--- src/rtl/sev_seg_pkg.sv ---
// Shared types and defaults for the two-digit seven-segment scan controller.
package sev_seg_pkg;

    // Scan phases, visited in declaration order and then wrapping.
    typedef enum logic [1:0] {
        BLANK1 = 2'd0,
        SHOW1  = 2'd1,
        BLANK2 = 2'd2,
        SHOW2  = 2'd3
    } scan_state_e;

    localparam int DEFAULT_DWELL_CYCLES = 24000;
    localparam int DEFAULT_BLANK_CYCLES = 480;

    function automatic logic is_show(input scan_state_e s);
        return (s == SHOW1) || (s == SHOW2);
    endfunction

endpackage

--- src/rtl/sev_seg_dwell_timer.sv ---
// Phase counter: counts up from 0 and flags the last cycle of a phase of
// length len. The owner pulses restart on that cycle to start the next phase.
module sev_seg_dwell_timer #(
    parameter int W = 16
) (
    input  logic         clk,
    input  logic         reset,
    input  logic         restart,
    input  logic [W-1:0] len,
    output logic         done,
    output logic [W-1:0] count
);

    logic [W-1:0] count_q;
    logic [W-1:0] count_d;

    // Next count: wrap to 0 at a phase boundary, otherwise increment.
    always_comb begin
        // NOTE: assign a default before any branch so no path leaves the
        // variable unassigned, which would infer a latch.
        count_d = count_q + W'(1);
        if (restart) begin
            count_d = '0;
        end
    end

    // Count register with synchronous reset.
    always_ff @(posedge clk) begin
        // NOTE: non-blocking assignments keep every register updating from
        // the values present before the edge, independent of statement order.
        if (reset) begin
            count_q <= '0;
        end else begin
            count_q <= count_d;
        end
    end

    assign done  = (count_q == len - W'(1));
    assign count = count_q;

endmodule

--- src/rtl/sev_seg_scan_ctrl.sv ---
// Time-multiplexed driver for two seven-segment displays sharing one decoder.
// Each frame blanks, shows digit 1, blanks, shows digit 2. Digit, enable and
// brightness are sampled on entry to each show phase; brightness limits how
// many quarters of the show phase the anode stays lit. All outputs decode
// registered state only.
module sev_seg_scan_ctrl
    import sev_seg_pkg::*;
#(
    parameter int DWELL_CYCLES = DEFAULT_DWELL_CYCLES,
    parameter int BLANK_CYCLES = DEFAULT_BLANK_CYCLES
) (
    input  logic       clk,
    input  logic       reset,
    input  logic [3:0] digit1,
    input  logic [3:0] digit2,
    input  logic [1:0] en,
    input  logic [1:0] bright,
    output logic       seg1sel,
    output logic       seg2sel,
    output logic [3:0] sw,
    output logic       frame_tick
);

    localparam int CNT_MAX = (DWELL_CYCLES > BLANK_CYCLES) ? DWELL_CYCLES : BLANK_CYCLES;
    localparam int CNT_W   = $clog2(CNT_MAX + 1);
    localparam int QUARTER = DWELL_CYCLES / 4;

    scan_state_e      state_q, state_d;
    logic [3:0]       sw_q, sw_d;
    logic             en_q, en_d;
    logic [1:0]       bright_q, bright_d;
    logic [CNT_W-1:0] phase_len;
    logic [CNT_W-1:0] phase_count;
    logic [CNT_W-1:0] lit_limit;
    logic             phase_done;
    logic             lit;

    assign phase_len = is_show(state_q) ? CNT_W'(DWELL_CYCLES) : CNT_W'(BLANK_CYCLES);

    sev_seg_dwell_timer #(
        .W(CNT_W)
    ) u_timer (
        .clk    (clk),
        .reset  (reset),
        .restart(phase_done),
        .len    (phase_len),
        .done   (phase_done),
        .count  (phase_count)
    );

    // Phase sequencing; shadow registers load on the edge entering a show phase.
    always_comb begin
        state_d  = state_q;
        sw_d     = sw_q;
        en_d     = en_q;
        bright_d = bright_q;
        if (phase_done) begin
            case (state_q)
                BLANK1: begin
                    state_d  = SHOW1;
                    sw_d     = digit1;
                    en_d     = en[0];
                    bright_d = bright;
                end
                SHOW1:  state_d = BLANK2;
                BLANK2: begin
                    state_d  = SHOW2;
                    sw_d     = digit2;
                    en_d     = en[1];
                    bright_d = bright;
                end
                SHOW2:   state_d = BLANK1;
                default: state_d = BLANK1;
            endcase
        end
    end

    // State and shadow registers; reset aborts any phase in progress.
    always_ff @(posedge clk) begin
        if (reset) begin
            state_q  <= BLANK1;
            sw_q     <= 4'h0;
            en_q     <= 1'b0;
            bright_q <= 2'd0;
        end else begin
            state_q  <= state_d;
            sw_q     <= sw_d;
            en_q     <= en_d;
            bright_q <= bright_d;
        end
    end

    // Lit window length: (bright+1) quarters of the show phase.
    always_comb begin
        case (bright_q)
            2'd0:    lit_limit = CNT_W'(QUARTER);
            2'd1:    lit_limit = CNT_W'(2 * QUARTER);
            2'd2:    lit_limit = CNT_W'(3 * QUARTER);
            default: lit_limit = CNT_W'(4 * QUARTER);
        endcase
    end

    assign lit        = en_q && (phase_count < lit_limit);
    assign seg1sel    = (state_q == SHOW1) && lit;
    assign seg2sel    = (state_q == SHOW2) && lit;
    assign sw         = sw_q;
    assign frame_tick = (state_q == SHOW2) && phase_done;

endmodule

--- config.mk ---
export PLATFORM = sky130hd
export DESIGN_NAME = sev_seg_scan_ctrl
export DESIGN_NICKNAME = d
export VERILOG_FILES = /design/src/rtl/sev_seg_pkg.sv /design/src/rtl/sev_seg_dwell_timer.sv /design/src/rtl/sev_seg_scan_ctrl.sv
export SDC_FILE = /design/constraint.sdc
export NUM_CORES = 1
export LEC_CHECK = 0
export CORE_MARGIN = 2
export CORE_UTILIZATION = 25
export CTS_BUF_LIST = sky130_fd_sc_hd__clkbuf_4 sky130_fd_sc_hd__clkbuf_8
export DETAILED_ROUTE_END_ITERATION = 8
export GPL_ROUTABILITY_DRIVEN = 0
export PLACE_DENSITY_LB_ADDON = 0.05
export SYNTH_ARGS = -nofsm -noshare
export SYNTH_HDL_FRONTEND = slang
export SYNTH_SLANG_ARGS = --single-unit
--- constraint.sdc ---
create_clock -name clk -period 3.8 [get_ports clk]
set_clock_uncertainty 0.05 [all_clocks]
set_input_delay 0.76 -clock clk [delete_from_list [all_inputs] [get_ports clk]]
set_output_delay 0.76 -clock clk [all_outputs]
set_load 0.01 [all_outputs]
==> results of run 1 <==
-- sequential cells by signal, summed over array words and instances (netlist names) --
| name | cells |
|---|---|
| sw | 4 |
| state_q | 2 |
| u_timer.count | 15 |
| en_q | 1 |
| bright_q | 2 |
-- Yosys cell counts, types with 2 or more instances --
master | number | share of area [%]
ha_1 | 19 | 15
and2_1 | 2 | 0.81
and3_1 | 2 | 0.81
o21ai_0 | 4 | 1.3
mux2i_1 | 5 | 3.2
xor2_1 | 2 | 1.1
clkbuf_1 | 3 | 0.73
nor4_1 | 4 | 1.6
o311ai_0 | 5 | 2.8
xnor2_1 | 12 | 6.8
nor2_1 | 21 | 5.1
nand4_1 | 6 | 2.4
nor2b_1 | 2 | 0.81
o31ai_1 | 6 | 2.9
nor3_1 | 4 | 1.3
a21oi_1 | 6 | 1.9
a21o_1 | 2 | 0.97
a31o_2 | 2 | 1.1
nand3_1 | 7 | 2.3
buf_1 | 2 | 0.49
nand2_1 | 6 | 1.5
a211oi_1 | 5 | 2.4
dfxtp_1 | 24 | 31
inv_1 | 11 | 2.7
-- report_power, final --
part           total (mW)  internal, mW  switching, mW
Sequential          0.256         0.254        0.00238
Combinational      0.0254        0.0155        0.00990
Clock               0.155        0.0710         0.0841
Total               0.437         0.340         0.0964
-- metal layers --
layer	part of all wire, %	up-vias
met3	1.4	2
met5	0	-
met1	52	642
li1	-	674
met2	46	6
met4	0.55	0
-- cells by family (layout without fill, tap and decap cells) --
group / Yosys count / in the layout / share of synthesized area [%]
XOR/XNOR: 14 / 14 / 7.94
AO/OA/AOI/OAI: 36 / 36 / 17.3
adder cells (fa/ha/maj): 19 / 19 / 15.4
flip-flops: 24 / 24 / 31.1
buffers and inverters: 17 / 34 / 4.21
multiplexers: 5 / 5 / 3.24
AND/OR/NAND/NOR: 61 / 61 / 20.7
-- area by class of cell --
cell class              count  area [sq um]  share of cell area [%]
clock buffers               3          41.3                    2.23
inverters                  11          41.3                    2.23
multi-input cells         135           998                    53.8
flip-flops and latches     24           480                    25.9
well taps                  75          93.8                    5.06
repair buffers             20           200                    10.8
-- worst register-to-register path, delay by kind of cell, from the launching register on --
| kind | cells | cell delay, ns |
|---|---|---|
| and+or+nand+nor | 2 | 0.70 |
| DFF | 1 | 0.42 |
| AOI/OAI and AO/OA | 2 | 1.14 |
-- worst max path at each step --
stage,start,to,slack (ns),cells past startpoint
2_1_floorplan,bright_q[0],seg1sel,1.15,7
3_3_place_gp,bright_q[0],seg1sel,0.65,8
3_5_place_dp,bright_q[0],seg2sel,0.58,8
4_1_cts,bright_q[0],seg2sel,0.26,8
5_1_grt,bright_q[0],seg1sel,0.04,8
6_report,bright_q[0],seg2sel,0.30,8
-- per-stage QoR --
| step | setup WS, ns | util [%] | area (sq um) | total power, mW |
|---|---|---|---|---|
| floorplan | 1.15 | - | 1540 | 0.272 |
| global placement | 0.653 | 30.5 | 1810 | 0.287 |
| detailed placement | 0.585 | 30.5 | 1810 | 0.288 |
| CTS | 0.261 | 31.2 | 1860 | 0.442 |
| global route | 0.0359 | 31.2 | 1860 | 0.461 |
| finish | 0.303 | 31.2 | 1860 | 0.437 |
==> impl_metrics.json, run 1 <==
{
  "drt_wl_total_microns": 3830,
  "hold_depth": 1,
  "critPathArrivalTime_ns": 2.69,
  "reg2reg_to": "u_timer.count[6]",
  "powerDensity_nw_per_um2": 235,
  "finalCritPeriodShare_pct": 92.0,
  "fin_tns_setup_ns": 0,
  "worst-path-max-fanout": 6,
  "grt_util_all_layers_pct": 12.6,
  "drc": 0,
  "ys_ff_latch": 24,
  "max_cap_violations": 0,
  "relSlewSlack_pct": 30.7,
  "met3_usage_pct": 1.63,
  "post_drt_wl_per_cell_microns": 14.3,
  "tritoncts": "done",
  "port-buffer-count": 20,
  "clock_sinks": 24,
  "hold_end": "u_timer.count[0]",
  "fmax_mhz": 286,
  "synthArstFlopShare_pct": 0,
  "finalHoldViolations": 0,
  "ios": 21,
  "layout_commonest_cell": "dfxtp_1",
  "die_h_microns": 82.6,
  "outcome": "completed",
  "clkTransAtPathRegs_ns": 0.09,
  "antenna_left": 0,
  "cts_setup_buffers": 0,
  "rsz0062_at_grt": "no",
  "crit_chain": "inv_1 > ha_1 > ha_1 > a21oi_1 > o21ai_0 > a21o_1 > a211oi_1 > clkdlybuf4s50_1",
  "fin_nets": 228,
  "p_leak_nw": 0.635,
  "clk_latency_ns": 0.27,
  "syn_area_per_cell_sq_um": 8.77,
  "cts_buffers": 3,
  "required_ns": 2.99,
  "layout_common_cells": "24 x dfxtp_1, 21 x nor2_1, 20 x clkdlybuf4s50_1",
  "ys_warn_count": 0,
  "clock_path_buffers": 2,
  "start_util_pct": 25.9,
  "grt_pass1_vias": 1288,
  "grt.overflow.total": 0,
  "instances_no_fill": 268,
  "num_vias": 1324,
  "coreArea_sq_um": 5960,
  "grt_use_met1_pct": 18.1,
  "syn_area_sq_um": 1540,
  "place_inst": 265,
  "critPathLaunchType": "register",
  "path_delay_family": "buffers and inverters",
  "grt_max_degree": 15,
  "worst_path_max_delay_cell": "clkdlybuf4s50_1",
  "synthToLayoutAreaGrowth_pct": 20.2,
  "hpwl_microns": 2960,
  "antenna_found_initial": 0,
  "crit_path_max_incr_delay_ns": 0.57,
  "synth_nets": 209,
  "drive_gt1_share_pct": 5.18,
  "first_iter_violations": 53,
  "dieWidth_microns": 82.6,
  "num-fill-cells": 644,
  "period_minus_slack_ns": 3.50,
  "crit_buf_inv": 2,
  "grt_pass1_wl_microns": 6390,
  "crit_path_end_kind": "output port",
  "antenna_cells": 0,
  "die_area_sq_um": 6820,
  "drv_slew": 0,
  "timing.hold.ws_ns": 0.419,
  "clock-root-buffer": "clkbuf_8",
  "post_cts_resized": 0,
  "hp-start": "u_timer.count[0]",
  "r2r_start": "state_q[0]",
  "postCtsHoldBufs": 0,
  "r2r_setup_slack_ns": 1.35,
  "crit_type": "reg2out",
  "synth-edff-count": 0,
  "setup_viol": 0,
  "cpMostUsedCell": "ha_1",
  "synth_cell_types": 38,
  "busiest_layer": "met2",
  "irDropWorstVdd_mv": 0.133,
  "cts_max_level": 1,
  "hp-class": "reg2reg",
  "tightestPinTransition_ns": 1.03,
  "dr.pass1.iters": 4,
  "num_rows": 28,
  "r2r_cells": 4,
  "viasPerCell": 4.94,
  "syn_inst": 176,
  "ys_seq_area_share_pct": 31.1,
  "ys.flop_type": "dfxtp_1",
  "grtUsageMet2_pct": 19.0
}
Power figures use the tool's default switching activity.
==> inputs of run 2 (changes only) <==
--- a/config.mk
+++ b/config.mk
@@ -11,6 +11,7 @@
 export DETAILED_ROUTE_END_ITERATION = 8
 export GPL_ROUTABILITY_DRIVEN = 0
 export PLACE_DENSITY_LB_ADDON = 0.05
+export SETUP_SLACK_MARGIN = 0.4
 export SYNTH_ARGS = -nofsm -noshare
 export SYNTH_HDL_FRONTEND = slang
 export SYNTH_SLANG_ARGS = --single-unit
==> run 2 against run 1 <==
Compared with the run above:
- sequential share of layout area hardly changed
- worst setup slack better by 0.28 ns
- die area stayed put
- register-to-register slack about the same
- utilization is 0.063 points higher
- total power fell by 0.24%
- sequential cell count unchanged
- first-iteration DRC count decreased by 13%
- clock power hardly changed
==> impl_metrics.json, run 2 (synthesis results as in run 1) <==
{
  "outcome": "completed",
  "grt_pass1_wl_microns": 6380,
  "fmax_mhz": 311,
  "crit_type": "reg2out",
  "critPathLaunchType": "register",
  "hp-class": "reg2reg",
  "hpwl_microns": 2960,
  "coreArea_sq_um": 5960,
  "rsz0062_at_grt": "no",
  "drive_gt1_share_pct": 6.22,
  "period_minus_slack_ns": 3.21,
  "grt_max_degree": 15,
  "antenna_cells": 0,
  "required_ns": 2.99,
  "critPathArrivalTime_ns": 2.40,
  "clkPwrFrac_pct": 35.3,
  "worst-path-max-fanout": 10,
  "cts_buffers": 3,
  "antenna_left": 0,
  "dieWidth_microns": 82.6,
  "setup_viol": 0,
  "dr.pass1.iters": 4,
  "p_leak_nw": 0.646,
  "viasPerCell": 4.90,
  "tritoncts": "done",
  "die_area_sq_um": 6820,
  "instances_no_fill": 268,
  "netSwitchingFraction_pct": 21.9,
  "p_sw_uw": 95.4,
  "drv_slew": 0,
  "crit_path_end_kind": "output port",
  "irDropWorstVdd_mv": 0.132,
  "start_util_pct": 25.9,
  "num_rows": 28,
  "clock-root-buffer": "clkbuf_8",
  "ios": 21,
  "antenna_found_initial": 0,
  "fin_nets": 228,
  "cts_setup_buffers": 0,
  "p_int_uw": 340,
  "cts_max_level": 1,
  "pwr-share-seq_pct": 58.8,
  "post_drt_wl_per_cell_microns": 14.3,
  "grt_util_all_layers_pct": 12.6,
  "num_vias": 1312,
  "max_cap_violations": 0,
  "powerDensity_nw_per_um2": 234,
  "clk_latency_ns": 0.26,
  "combPwrFrac_pct": 5.8,
  "port-buffer-count": 20,
  "clkTransAtPathRegs_ns": 0.09,
  "clock_path_buffers": 2,
  "finalCritPeriodShare_pct": 84.6,
  "fin_tns_setup_ns": 0,
  "die_h_microns": 82.6,
  "largest_reg_flops": 15,
  "layout_commonest_cell": "dfxtp_1",
  "postCtsHoldBufs": 0,
  "tightestPinTransition_ns": 1.03,
  "grt.overflow.total": 0,
  "finalHoldViolations": 0,
  "drt_wl_total_microns": 3820,
  "synthToLayoutAreaGrowth_pct": 20.4,
  "place_inst": 265,
  "clock_sinks": 24,
  "first_iter_violations": 46,
  "layout_common_cells": "23 x dfxtp_1, 21 x nor2_1, 19 x ha_1",
  "drc": 0,
  "relSlewSlack_pct": 30.7,
  "grt_pass1_vias": 1282
}
==> run 2: cell count changes in the layout (fill, tap and decap cells not counted) <==
cell and change:
nor3_1 -1, dlygate4sd2_1 +2, dfxtp_2 +1, nor3_2 +1, dfxtp_1 -1, clkdlybuf4s50_1 -2
==> run 2: repair_timing <==
item | in CTS | in global routing
pin swaps | 0 | 0
resized for setup | 3 | 1
cloned | 0 | 0
setup endpoints to repair | 2 | 1
==> run 2: layout make-up <==
class,instances,area (sq um)
Fill cell,643,4100
Multi-Input combinational cell,135,1000
Sequential cell,24,482
Timing Repair Buffer,20,198
Tap cell,75,93.8
Clock buffer,3,41.3
Inverter,11,41.3
==> run 2: power by group through the flow <==
stage,Combinational (mW),Sequential [mW],Clock [mW]
after floorplan,0.00984,0.262,0
after global placement,0.0247,0.262,0
after detailed placement,0.0257,0.262,0
after CTS,0.0259,0.256,0.160
after global routing,0.0291,0.257,0.174
final,0.0254,0.256,0.154
==> run 2: path summary, 6_finish.rpt <==
check                         from               end  slack, ns  cells past startpoint
setup / recovery        state_q[0]        frame_tick       0.59                      5
hold / removal    u_timer.count[0]  u_timer.count[0]       0.42                      1
setup reg to reg        state_q[0]  u_timer.count[6]       1.35                      4
hold reg to reg   u_timer.count[0]  u_timer.count[0]       0.42                      1
==> run 2: metal layers <==
| layer | wire length, microns | vias to the layer above | GRT usage (%) |
|---|---|---|---|
| met5 | 0 | - | 0 |
| met4 | 21 | 0 | 4.59 |
| met3 | 46 | 2 | 1.63 |
| met2 | 1740 | 4 | 19.0 |
| met1 | 2020 | 632 | 18.1 |
| li1 | - | 674 | - |
==> run 2: worst max-delay path, cell delays in order, from the launching register on <==
cell	delay, ns
dfxtp_1	0.42
or4_4	0.58
o22a_4	0.27
nor3_2	0.20
and2_1	0.15
clkdlybuf4s50_1	0.52
==> run 2: stage by stage <==
step | instance area (sq um) | util [%] | total power [mW] | hold WS (ns) | setup slack (ns)
3_5_place_dp | 1810 | 30.5 | 0.288 | 0.402 | 0.585
6_report | 1860 | 31.2 | 0.436 | 0.419 | 0.587
5_1_grt | 1860 | 31.2 | 0.461 | 0.472 | 0.453
2_1_floorplan | 1540 | - | 0.272 | 0.380 | 1.15
4_1_cts | 1850 | 31.1 | 0.442 | 0.423 | 0.493
3_3_place_gp | 1810 | 30.5 | 0.287 | 0.390 | 0.653
